===== src/rtl/audio_dac_tx.sv =====
// audio_dac_tx -- streaming I2S transmitter for the codec DAC path.
//
// Stereo frames arrive over a valid/ready handshake, are buffered in a small
// FIFO and are serialised MSB-first onto DACDAT. The codec is bus master:
// BCLK and DACLRCK are inputs, oversampled by clk_clk (>= 4x BCLK).
//
// Optional feature macro: AUDIO_DAC_TX_UFLOW_CNT_EN adds the saturating
// 16-bit underflow_count output.
//
// Ports:
//   clk_clk            system clock
//   reset_reset        synchronous, active-high reset
//   sample_left/right  two's complement channel samples (DATA_WIDTH bits)
//   sample_valid       frame on sample_left/right is valid
//   sample_ready       FIFO can accept a frame
//   fifo_level         frames currently stored
//   underflow          one-cycle pulse when a left slot starts with FIFO empty
//   audio_out_BCLK     codec bit clock (asynchronous)
//   audio_out_DACLRCK  codec word clock (asynchronous), low = left
//   audio_out_DACDAT   serial data to codec
//   underflow_count    saturating underflow counter (macro only)
module audio_dac_tx #(
   parameter int unsigned DATA_WIDTH = 16,
   parameter int unsigned FIFO_DEPTH = 8
) (
   input  logic                         clk_clk,
   input  logic                         reset_reset,
   input  logic [DATA_WIDTH-1:0]        sample_left,
   input  logic [DATA_WIDTH-1:0]        sample_right,
   input  logic                         sample_valid,
   output logic                         sample_ready,
   output logic [$clog2(FIFO_DEPTH):0]  fifo_level,
   output logic                         underflow,
   input  logic                         audio_out_BCLK,
   input  logic                         audio_out_DACLRCK,
   output logic                         audio_out_DACDAT
`ifdef AUDIO_DAC_TX_UFLOW_CNT_EN
   ,
   output logic [15:0]                  underflow_count
`endif
);

   localparam int unsigned AW = $clog2(FIFO_DEPTH);
   localparam int unsigned CW = $clog2(DATA_WIDTH + 1);

   typedef enum logic [1:0] {
      ST_UNALIGNED,
      ST_LEFT,
      ST_RIGHT
   } state_e;

   // ------------------------------------------------------------------
   // Pin synchronisers and registered edge detectors
   // ------------------------------------------------------------------
   logic [1:0] bclk_sync_q, lrck_sync_q;
   logic       bclk_prev_q, lrck_prev_q;
   logic       bclk_fall_q, lrck_fall_q, lrck_rise_q;

   always_ff @(posedge clk_clk) begin
      if (reset_reset) begin
         bclk_sync_q <= '0;
         lrck_sync_q <= '0;
         bclk_prev_q <= 1'b0;
         lrck_prev_q <= 1'b0;
         bclk_fall_q <= 1'b0;
         lrck_fall_q <= 1'b0;
         lrck_rise_q <= 1'b0;
      end else begin
         bclk_sync_q <= {bclk_sync_q[0], audio_out_BCLK};
         lrck_sync_q <= {lrck_sync_q[0], audio_out_DACLRCK};
         bclk_prev_q <= bclk_sync_q[1];
         lrck_prev_q <= lrck_sync_q[1];
         bclk_fall_q <= bclk_prev_q & ~bclk_sync_q[1];
         lrck_fall_q <= lrck_prev_q & ~lrck_sync_q[1];
         lrck_rise_q <= ~lrck_prev_q & lrck_sync_q[1];
      end
   end

   // ------------------------------------------------------------------
   // Frame FIFO
   // ------------------------------------------------------------------
   logic [DATA_WIDTH-1:0] mem_l [FIFO_DEPTH];
   logic [DATA_WIDTH-1:0] mem_r [FIFO_DEPTH];
   logic [AW-1:0]         wr_ptr_q, rd_ptr_q;
   logic [AW:0]           count_q;
   logic                  full, empty, push, pop;

   assign full         = (count_q == (AW+1)'(FIFO_DEPTH));
   assign empty        = (count_q == '0);
   assign sample_ready = !full && !reset_reset;
   assign push         = sample_valid && sample_ready;
   // Pop decision uses the registered count only, so a same-cycle push
   // into an empty FIFO is never visible to this pop.
   assign pop          = lrck_fall_q && !empty;

   always_ff @(posedge clk_clk) begin
      if (push) begin
         mem_l[wr_ptr_q] <= sample_left;
         mem_r[wr_ptr_q] <= sample_right;
      end
   end

   always_ff @(posedge clk_clk) begin
      if (reset_reset) begin
         wr_ptr_q <= '0;
         rd_ptr_q <= '0;
         count_q  <= '0;
      end else begin
         if (push) wr_ptr_q <= wr_ptr_q + AW'(1);
         if (pop)  rd_ptr_q <= rd_ptr_q + AW'(1);
         case ({push, pop})
            2'b10:   count_q <= count_q + (AW+1)'(1);
            2'b01:   count_q <= count_q - (AW+1)'(1);
            default: count_q <= count_q;
         endcase
      end
   end

   assign fifo_level = count_q;

   // ------------------------------------------------------------------
   // Slot state machine and shifter
   // ------------------------------------------------------------------
   state_e                state_q;
   logic [DATA_WIDTH-1:0] shreg_q, hold_q;
   logic [CW-1:0]         bit_cnt_q;
   logic                  dacdat_q, underflow_q;

   // Slot loads win over a coincident bclk_fall; skipping that shift is
   // what produces the one-BCLK I2S delay before the MSB.
   always_ff @(posedge clk_clk) begin
      if (reset_reset) begin
         state_q     <= ST_UNALIGNED;
         shreg_q     <= '0;
         hold_q      <= '0;
         bit_cnt_q   <= '0;
         dacdat_q    <= 1'b0;
         underflow_q <= 1'b0;
      end else begin
         underflow_q <= 1'b0;
         if (lrck_fall_q) begin
            state_q   <= ST_LEFT;
            bit_cnt_q <= CW'(DATA_WIDTH);
            if (!empty) begin
               shreg_q <= mem_l[rd_ptr_q];
               hold_q  <= mem_r[rd_ptr_q];
            end else begin
               shreg_q     <= '0;
               hold_q      <= '0;
               underflow_q <= 1'b1;
            end
         end else if (lrck_rise_q && state_q != ST_UNALIGNED) begin
            state_q   <= ST_RIGHT;
            shreg_q   <= hold_q;
            bit_cnt_q <= CW'(DATA_WIDTH);
         end else if (bclk_fall_q && state_q != ST_UNALIGNED) begin
            if (bit_cnt_q != '0) begin
               dacdat_q  <= shreg_q[DATA_WIDTH-1];
               shreg_q   <= {shreg_q[DATA_WIDTH-2:0], 1'b0};
               bit_cnt_q <= bit_cnt_q - CW'(1);
            end else begin
               dacdat_q <= 1'b0;
            end
         end
      end
   end

   assign audio_out_DACDAT = dacdat_q;
   assign underflow        = underflow_q;

`ifdef AUDIO_DAC_TX_UFLOW_CNT_EN
   logic [15:0] uflow_cnt_q;

   always_ff @(posedge clk_clk) begin
      if (reset_reset) begin
         uflow_cnt_q <= '0;
      end else if (underflow_q && uflow_cnt_q != 16'hFFFF) begin
         uflow_cnt_q <= uflow_cnt_q + 16'd1;
      end
   end

   assign underflow_count = uflow_cnt_q;
`endif

endmodule


===== config.mk =====
export PLATFORM = sky130hd
export DESIGN_NAME = audio_dac_tx
export DESIGN_NICKNAME = d
export VERILOG_FILES = /design/src/rtl/audio_dac_tx.sv
export SDC_FILE = /design/constraint.sdc
export NUM_CORES = 1
export LEC_CHECK = 0
export CORE_MARGIN = 1.5
export CORE_UTILIZATION = 49
export DETAILED_ROUTE_END_ITERATION = 12
export PLACE_DENSITY = 0.76
export SYNTH_ARGS = -nofsm -noshare
export SYNTH_HDL_FRONTEND = slang
export SYNTH_SLANG_ARGS = --single-unit

===== constraint.sdc =====
create_clock -name clk_clk -period 4.22 [get_ports clk_clk]
set_input_delay 0.844 -clock clk_clk [delete_from_list [all_inputs] [get_ports clk_clk]]
set_output_delay 0.844 -clock clk_clk [all_outputs]
set_load 0.05 [all_outputs]

=== Word level (Yosys, flattened, before mapping) ===
Memories as Yosys holds them, arrays and structs flattened. A register that Yosys moved wholly into a read port is not among the register bits.
Index checks and enable logic that the tools add are counted.
W data, S select, Z words.

* RAM bits: 256
* Output and inout bits: 7
* Flip-flop bits (word level): 60
* Latch bits: 0
* Logic and storage cells: 78
* Input port bits: 37
* Memory bits (read-only): 0
* Memories: 2

{| class="wikitable"
|+ Memory list
! memory !! depth !! bits a word !! read ports !! clocked after memory_dff !! wr ports !! RTL line !! RTL
|-
| mem_l || 8 || 16 || 1 || 1 || 1 || 82 || <nowiki>logic [DATA_WIDTH-1:0] mem_l [FIFO_DEPTH];</nowiki>
|-
| mem_r || 8 || 16 || 1 || 1 || 1 || 83 || <nowiki>logic [DATA_WIDTH-1:0] mem_r [FIFO_DEPTH];</nowiki>
|}

* Eq/ne operators: 3
* Shift-type cells: 0
* $add $sub $neg: 5
* Div/mod/pow operators: 0
* $mul: 0
* Bitwise operators: 8
* Magnitude comparators: 0
* Reductions and logical operators: 21
* Multiplexer cells: 21

{| class="wikitable"
|+ Operator list
! cell !! number
|-
| $mux W16 || 6
|-
| $mux W5 || 4
|-
| $mux W3 || 4
|-
| $pmux W4 S2 || 1
|-
| $add A3 B1 Y3 const B || 2
|-
| $mux W1 || 6
|-
| $reduce_bool A2 Y1 || 3
|-
| $reduce_bool A3 Y1 || 2
|-
| $logic_and A1 B1 Y1 || 5
|-
| $not A1 Y1 || 5
|-
| $reduce_bool A5 Y1 || 1
|-
| $sub A5 B1 Y5 const B || 1
|-
| $add A4 B1 Y4 const B || 1
|-
| $eq A4 B4 Y1 const B || 1
|-
| $logic_not A4 Y1 || 1
|-
| $reduce_and A2 Y1 || 2
|-
| $reduce_or A2 Y1 || 2
|-
| $sub A4 B1 Y4 const B || 1
|-
| $and A1 B1 Y1 || 3
|-
| $logic_not A1 Y1 || 3
|-
| $reduce_and A3 Y1 || 1
|-
| $reduce_or A3 Y1 || 1
|-
| $eq A2 B1 Y1 const B || 1
|-
| $eq A2 B2 Y1 const B || 1
|}

=== Logic depth before layout (Yosys ltp) ===
Gate-level depths: netlist (run 1).

* Depth in word-level cells: 6
* Gate-level depth with buffers: 12
* Gate-level depth less buffers: 10

=== Worst setup path after synthesis (run 1) ===
Ideal clock, no wire load.

* Kind: input to register
* Start point: in reset_reset
* End point: mem mem_l[0][0], enable pin
* Path buffers: 1
* Cell stages on the path: 5
* Data required time: 3759 ps
* Setup slack: 91 ps
* Arrival: 3668 ps
* Cells stage by stage: inv_1 -> and3_1 -> clkbuf_1 -> nand2b_1 -> nor3_1

* Longest elaborated chain between the ends: 5

{| class="wikitable"
|+ Ends and longest elaborated chain
! what !! RTL line !! RTL
|-
| start, declared || 27 || <nowiki>input logic reset_reset,</nowiki>
|-
| $logic_not A1 Y1 || 90 || <nowiki>assign sample_ready = !full && !reset_reset;</nowiki>
|-
| $logic_and A1 B1 Y1 || 90 ||
|-
| $logic_and A1 B1 Y1 || 91 || <nowiki>assign push = sample_valid && sample_ready;</nowiki>
|-
| $mux W1 || 97 || <nowiki>if (push) begin</nowiki>
|-
| $mux W1 (not written as such) || 98 || <nowiki>mem_l[wr_ptr_q] <= sample_left;</nowiki>
|-
| end, declared || 82 ||
|}

No other way between the ends.

=== Worst setup path in the final report (run 1) ===
* Start point: in reset_reset
* End point: out sample_ready

* Longest elaborated chain between the ends: 2

{| class="wikitable"
|+ Ends and longest elaborated chain
! what !! RTL line !! RTL
|-
| $logic_not A1 Y1 || 90 ||
|-
| $logic_and A1 B1 Y1 || 90 ||
|-
| end, declared || 31 || <nowiki>output logic sample_ready,</nowiki>
|}

No other way between the ends.

==> summary.md, run 1 <==
| Metric | Value |
|---|---|
| CTS Buffer Depth | 3 |
| DR vias/cell | between 5 and 6 |
| Multi-input gate area | 0.00300 mm2 |
| Top-count cell post-synth | edfxtp_1 |
| Async set-or-reset flop fraction in the synthesized netlist | 0% |
| Psw | 1.24 mW |
| Mapped cell area | 0.0121 mm2 |
| Post-route clock period utilization | 78.8% |
| VDD IR max | 0.258 mV |
| Dpl cell area | 0.0130 mm2 |
| Post-synth top area share | 63.4% |
| Int Pwr | 5.06 mW |
| Wire per inst | 22.4 um |
| Die ar. | 0.0257 mm2 |
| Reg2reg end | fifo_level[2] |
| CP endpoint | sample_ready |
| Hold-fix buffers at CTS | 0 |
| Clock power share | 42.4% |
| Max-cap violations | 0 |
| Via Count | approximately 6400 |
| Synthesized flop and latch total | 319 |
| GP Congestion | 0.776 |
| Max Transition Viols Final | 0 |
| Synth Flop Type | edfxtp_1 |
| Critical path data arrival time | 2.48 ns |
| Number of port buffers | 43 |
| R2R depth | 10 |
| Worst Tran Pin Value | 1.21 ns |
| Pin count of the biggest net entering global routing | 59 |
| DRT iter0 DRCs | 532 |
| Clock sinks | 319 |
| # IOs | 44 |
| Leakage | 4.41 nW |
| Insertion delay to the later sink of the worst-skew pair | 0.55 ns |
| Top cells by count, synth | 256 x edfxtp_1, 63 x dfxtp_1, 63 x mux2i_1 |
| Sw Share | 19.6% |
| Residual DRC | 0 |
| Combinational Power Share | 2.9% |
| Pre-antenna DRT Iters | 5 |
| Finished Cell Area | 0.0140 mm2 |
| Setup_tns | 0 ns |
| Initial Utilization | 49.8% |
| Hold Fails Final Rpt | 0 |
| Max Fclk | 301 MHz |
| RR Startpoint | fifo_level[0] |
| Routed Antenna Nets | 0 |
| Worst Path Max Fanout | 8 |
| Final Util | between 50% and 60% |
| PwrDens | between 400 and 500 mW/mm2 |
| Core Area | 0.0243 mm2 |
| Num CTS Buffers | 30 |
| Clock transition at path regs | 0.06 ns |
| Seq/Total Area, Yosys | about three quarters |
| Yosys Warn Count | 0 |
| Ant. Diodes | 0 |
| Die height | 160 um |
| H-tree levels | 1 |
| Status | completed |
| Tot GR Track Use | 19.3% |
| RSZ-0062 raised after global routing | false |
| First-pass GRT wire length | roughly 38000 um |
| Post-synth cell types | 46 |
| Number of cell rows | 57 |
| Crit start category | primary input |
| Vias in the first global route | 6736 |
| CP endpoint kind | primary output |
| Mapped Cells | 685 |
| Synth-to-Final Area Change | 15.4% |
| Final setup fails | 0 |
| Post-synthesis area per instance | 17.7 um2 |
| CP Class | primary input to primary output |
| Top cells by area, synth | edfxtp_1 63%, dfxtp_1 10%, mux4_2 6.3% |
| Worst rel slew slack | 19.2% |
| Yosys top cell by area | edfxtp_1 |
| Initial antenna violation count | 0 |
| CTS tree | done |
| Total Routed Length | 24300 um |
| Min cycle time layout | approximately 3.3 ns |
| Post-synth EDFFs | 256 |
| Share of layout cells above drive strength 1 | about 15% |
| Post-Route Skew | 0.0174 ns |
| Post-cts repair resize count | 0 |
| Register area | just under 0.009 mm2 |
| Setup Buffers After CTS | 0 |
| Gr ovfl total | 0 |
| DIE WIDTH | around 160 um |
| # nets final | 781 |
| Crit path from | reset_reset |
| Hold Path Class | flop to flop |
| R2R Setup Slk | 1.44 ns |
| Root Driver | clkbuf_16 |
| Critical path required time | 3.38 ns |
| Syn Nets | between 700 and 800 |
| Dpl hpwl | 14800 um |
| Sequential share of power | 54.8% |
| Fillers | roughly 1700 |
[power by group through the flow]
| stage | Clock, mW | Combinational [mW] | Sequential, mW |
|---|---|---|---|
| after CTS | 2.71 | 0.180 | 3.45 |
| after global placement | 0 | 0.171 | 3.52 |
| after global routing | 2.83 | 0.194 | 3.45 |
| final | 2.67 | 0.180 | 3.45 |
| after detailed placement | 0 | 0.179 | 3.52 |
| after floorplan | 0 | 0.0791 | 3.52 |
[state kept, by name (all words and copies together), names as in the netlist, 2 cells and up, named ones only]
| signal | flops |
|---|---|
| mem_l | 128 |
| mem_r | 128 |
| hold_q | 16 |
| shreg_q | 16 |
| bit_cnt_q | 5 |
| fifo_level | 4 |
| rd_ptr_q | 3 |
| wr_ptr_q | 3 |
| bclk_sync_q | 2 |
| lrck_sync_q | 2 |
| state_q | 2 |
[through the flow]
stage | hold slack, ns | setup slack (ns) | instances | total power [mW]
after floorplan | 0.383 | 0.0909 | 685 | 3.60
after global placement | 0.392 | 0.866 | 1030 | 3.69
after detailed placement | 0.410 | 0.729 | 1030 | 3.70
after CTS | 0.423 | 0.880 | 1086 | 6.34
after global routing | 0.446 | 0.828 | 1086 | 6.48
final | 0.421 | 0.894 | 1086 | 6.30
[cells in the final DEF, fill, tap and decap left out, types with 5 or more instances in the layout]
| master | Yosys | routed |
|---|---|---|
| a21oi_1 | 7 | 7 |
| a221o_1 | 14 | 14 |
| a22oi_1 | 29 | 29 |
| a2bb2oi_1 | 16 | 16 |
| and3_1 | 16 | 16 |
| buf_4 | 3 | 12 |
| clkbuf_1 | 16 | 5 |
| clkbuf_16 | 0 | 31 |
| clkbuf_8 | 0 | 5 |
| clkdlybuf4s50_1 | 0 | 43 |
| clkinv_2 | 0 | 8 |
| dfxtp_1 | 63 | 62 |
| edfxtp_1 | 256 | 256 |
| ha_1 | 6 | 6 |
| inv_1 | 7 | 7 |
| mux2i_1 | 63 | 63 |
| mux4_2 | 34 | 34 |
| nand2_1 | 14 | 14 |
| nand3_1 | 22 | 22 |
| nor2_1 | 23 | 16 |
| nor2_4 | 0 | 6 |
| nor2b_1 | 12 | 12 |
| o21ai_0 | 5 | 5 |
| o221ai_1 | 15 | 15 |
| xor2_1 | 7 | 7 |
[cell families (layout without fill, tap and decap cells)]
kind of cell	count (synthesis)	after routing	synth area share (%)
flip-flops	319	319	73.8
adder cells (fa/ha/maj)	6	6	0.619
multiplexers	99	99	11.7
AO/OA/AOI/OAI	96	96	6.31
XOR/XNOR	8	8	0.578
AND/OR/NAND/NOR	112	112	5.04
buffers and inverters	45	122	1.90
[critical path: stages]
cell             delay, ns
clkdlybuf4s50_1       0.45
inv_1                 0.23
and2_1                0.17
clkdlybuf4s50_1       0.79
[layer usage]
layer	share of wire (%)	track usage (%)	vias up
met5	0	0	-
met4	2.5	6.84	0
met3	6.2	3.25	39
met2	51	33.2	218
met1	41	24.7	3312
li1	-	-	2852
[worst min-delay path by stage]
| stage | slack [ns] | cells after the start | to | startpoint |
|---|---|---|---|---|
| floorplan | 0.38 | 1 | lrck_rise_q | lrck_prev_q |
| global placement | 0.39 | 1 | lrck_rise_q | lrck_prev_q |
| detailed placement | 0.41 | 1 | lrck_rise_q | lrck_prev_q |
| CTS | 0.42 | 1 | lrck_rise_q | lrck_prev_q |
| global route | 0.45 | 1 | lrck_rise_q | lrck_prev_q |
| finish | 0.42 | 1 | lrck_rise_q | lrck_prev_q |
[layout make-up]
class / instances / share of cell area [%]
Clock buffer: 41 / 6.17
Clock inverter: 15 / 1.00
Inverter: 7 / 0.188
Multi-Input combinational cell: 321 / 21.4
Sequential cell: 319 / 64.0
Tap cell: 324 / 2.90
Timing Repair Buffer: 59 / 4.29
Power figures use the tool's default switching activity.
==> run 2, diff against run 1 <==
--- a/config.mk
+++ b/config.mk
@@ -8,7 +8,7 @@
 export CORE_MARGIN = 1.5
 export CORE_UTILIZATION = 49
 export DETAILED_ROUTE_END_ITERATION = 12
-export PLACE_DENSITY = 0.76
+export PLACE_DENSITY = 0.73
 export SYNTH_ARGS = -nofsm -noshare
 export SYNTH_HDL_FRONTEND = slang
 export SYNTH_SLANG_ARGS = --single-unit
==> constraint.sdc (replaced) <==
create_clock -name clk_clk -period 3.22 [get_ports clk_clk]
set_input_delay 0.644 -clock clk_clk [delete_from_list [all_inputs] [get_ports clk_clk]]
set_output_delay 0.644 -clock clk_clk [all_outputs]
set_load 0.05 [all_outputs]
==> run 2 against run 1 <==
- combinational power rose by 36%
- non-clock buffer count up 12
- via count down 0.72%
- hold slack lost 0.0058 ns
- sequential share of layout area is 0.85 points lower
- clock power is 38% higher
- clock skew shrank 0.0081 ns
- first-iteration DRC count decreased by 17%
- sequential cell count is the same
- largest cell class unchanged
- highest routed layer unchanged
- cell area rose by 1.4%
- global-route usage is 0.64 points lower
==> summary.md, run 2 (synthesis results as in run 1) <==
| Metric | Value |
|---|---|
| GP Congestion | 0.794 (+2.4%) |
| Initial antenna violation count | 0 (unchanged) |
| Num CTS Buffers | 31 (+3.3%) |
| Core Area | 0.0243 mm2 (unchanged) |
| Post-Route Skew | 0.00923 ns (-0.00814 ns) |
| Pre-antenna DRT Iters | 5 (unchanged) |
| Share of layout cells above drive strength 1 | 16.6% (+1.4 points) |
| Fin worst setup slack | 0.592 ns (-0.301 ns) |
| Max-cap violations | 0 (unchanged) |
| Final setup fails | 0 (unchanged) |
| DRT iter0 DRCs | 442 (-17%) |
| Pin count of the biggest net entering global routing | 59 (unchanged) |
| Residual DRC | 0 (unchanged) |
| Via Count | 6375 (-0.72%) |
| Setup Buffers After CTS | 0 (unchanged) |
| Wire per inst | 21.4 um (-4.2%) |
| Ant. Diodes | 0 (unchanged) |
| Critical path required time | 3.71 ns (+0.33 ns) |
| # nets final | 794 (+1.7%) |
| Die height | 160 um (unchanged) |
| DR vias/cell | 5.80 (-2.0%) |
| Min Hold Slack | 0.415 ns (-0.00584 ns) |
| Routed Antenna Nets | 0 (unchanged) |
| Vias in the first global route | 6534 (-3.0%) |
| Clock sinks | 319 (unchanged) |
| PwrDens | 597 mW/mm2 (+33%) |
| Setup_tns | 0 ns (unchanged) |
| Largest regs | mem_l x128, mem_r x128 |
| Register area | 0.00895 mm2 (unchanged) |
| Worst Path Max Fanout | 7 (-1) |
| Final Util | 58.3% (+0.78 points) |
| Post-route clock period utilization | 81.6% |
| Synth-to-Final Area Change | 17.0% |
| RSZ-0062 raised after global routing | false |
| Worst rel slew slack | 12.9% (-6.3 points) |
| Place WS | 0.397 ns (-0.332 ns) |
| Crit start category | flop |
| Worst Tran Pin Value | 1.30 ns (+0.0924 ns) |
| Final std cells w/o fill | 1100 (+1.3%) |
| Commonest cells after routing, fill and taps aside | 256 x edfxtp_1, 63 x mux2i_1, 62 x dfxtp_1 |
| VDD IR max | 0.480 mV (+86%) |
| Hold Fails Final Rpt | 0 (unchanged) |
| Multi-input gate area | 0.00301 mm2 (+0.42%) |
| Hold Path Class | flop to flop |
| Root Driver | clkbuf_16 |
| CP endpoint kind | flop |
| Status | completed |
| Hold-fix buffers at CTS | 0 (unchanged) |
| Number of port buffers | 43 (unchanged) |
| Gr ovfl total | 0 (unchanged) |
| Total Routed Length | 23600 um (-3.0%) |
| Min cycle time layout | 2.63 ns |
| Initial Utilization | 49.8% (unchanged) |
| Number of cell rows | 57 (unchanged) |
| Critical path data arrival time | 3.12 ns (+0.64 ns) |
| # IOs | 44 (unchanged) |
| CTS tree | done |
| Tot GR Track Use | 18.6% (-0.64 points) |
| Dpl hpwl | 14800 um (+0.22%) |
| H-tree levels | 1 (unchanged) |
| Fillers | 1753 (+0.92%) |
| Commonest non-fill, non-tap cell in the layout | edfxtp_1 |
| Max Transition Viols Final | 0 (unchanged) |
| Leakage | 4.51 nW (+2.2%) |
| Dpl cells | 1042 (+1.2%) |
| Post-cts repair resize count | 0 (unchanged) |
| Insertion delay to the later sink of the worst-skew pair | 0.56 ns (about the same) |
| First-pass GRT wire length | 36700 um (-2.8%) |
| Clock transition at path regs | 0.06 ns (about the same) |
| CP Class | flop to flop |
| CTS Buffer Depth | 3 (unchanged) |
| Max Fclk | roughly 380 MHz |
| DIE WIDTH | 160 um (unchanged) |
| Die ar. | 0.0257 mm2 (unchanged) |
==> run 2: changes by cell type in the layout (fill, tap and decap cells not counted), moves of 2 or more <==
| cell | change |
|---|---|
| clkinvlp_4 | -3 |
| buf_12 | +2 |
| buf_4 | +11 |
| inv_6 | +2 |
| clkinv_2 | -3 |
| nor3_4 | +2 |
| nor3_2 | -2 |
| bufinv_16 | +2 |
| clkinv_1 | +2 |
==> run 2: worst max-delay path, cell delays in order, from the launching register on <==
cell and delay [ns]:
dfxtp_1 0.38, or4_4 0.58, nand2_1 0.18, inv_1 0.10
ha_1 0.26, xor2_1 0.17, ha_1 0.19, a21oi_1 0.16
xor2_1 0.10, or3_1 0.31, a21oi_1 0.14
==> run 2: per-stage QoR <==
stage	power [mW]	area, um2
after floorplan	4.71	12100
after global placement	4.84	13100
after detailed placement	4.86	13100
after CTS	8.52	14200
after global routing	8.69	14200
final	8.46	14200
==> run 2: final timing paths <==
path	from	to	slack [ns]	cells after the start
setup / recovery	fifo_level[0]	fifo_level[2]	0.59	10
hold / removal	lrck_prev_q	lrck_rise_q	0.42	1
setup reg to reg	fifo_level[0]	fifo_level[2]	0.59	10
hold reg to reg	lrck_prev_q	lrck_rise_q	0.42	1
==> run 2: per-layer routing <==
metal / vias to the layer above / wire, um / GRT usage (%)
met5: - / 0 / 0
met4: 0 / 770 / 6.41
met3: 58 / 1350 / 2.60
met2: 223 / 11800 / 31.3
met1: 3201 / 9690 / 25.1
li1: 2893 / - / -
==> run 2: area by class of cell <==
| type | instances | share of cell area (%) |
|---|---|---|
| Timing Repair Buffer | 71 | 5.03 |
| Tap cell | 324 | 2.86 |
| Sequential cell | 319 | 63.2 |
| Multi-Input combinational cell | 321 | 21.2 |
| Inverter | 7 | 0.185 |
| Clock buffer | 42 | 6.19 |
| Clock inverter | 16 | 1.34 |
==> run 2: report_power, final <==
group | internal [mW] | leakage (nW) | switching (mW)
clock network | 2.23 | 0.528 | 1.47
registers | 4.50 | 2.82 | 0.0245
logic | 0.106 | 1.15 | 0.139
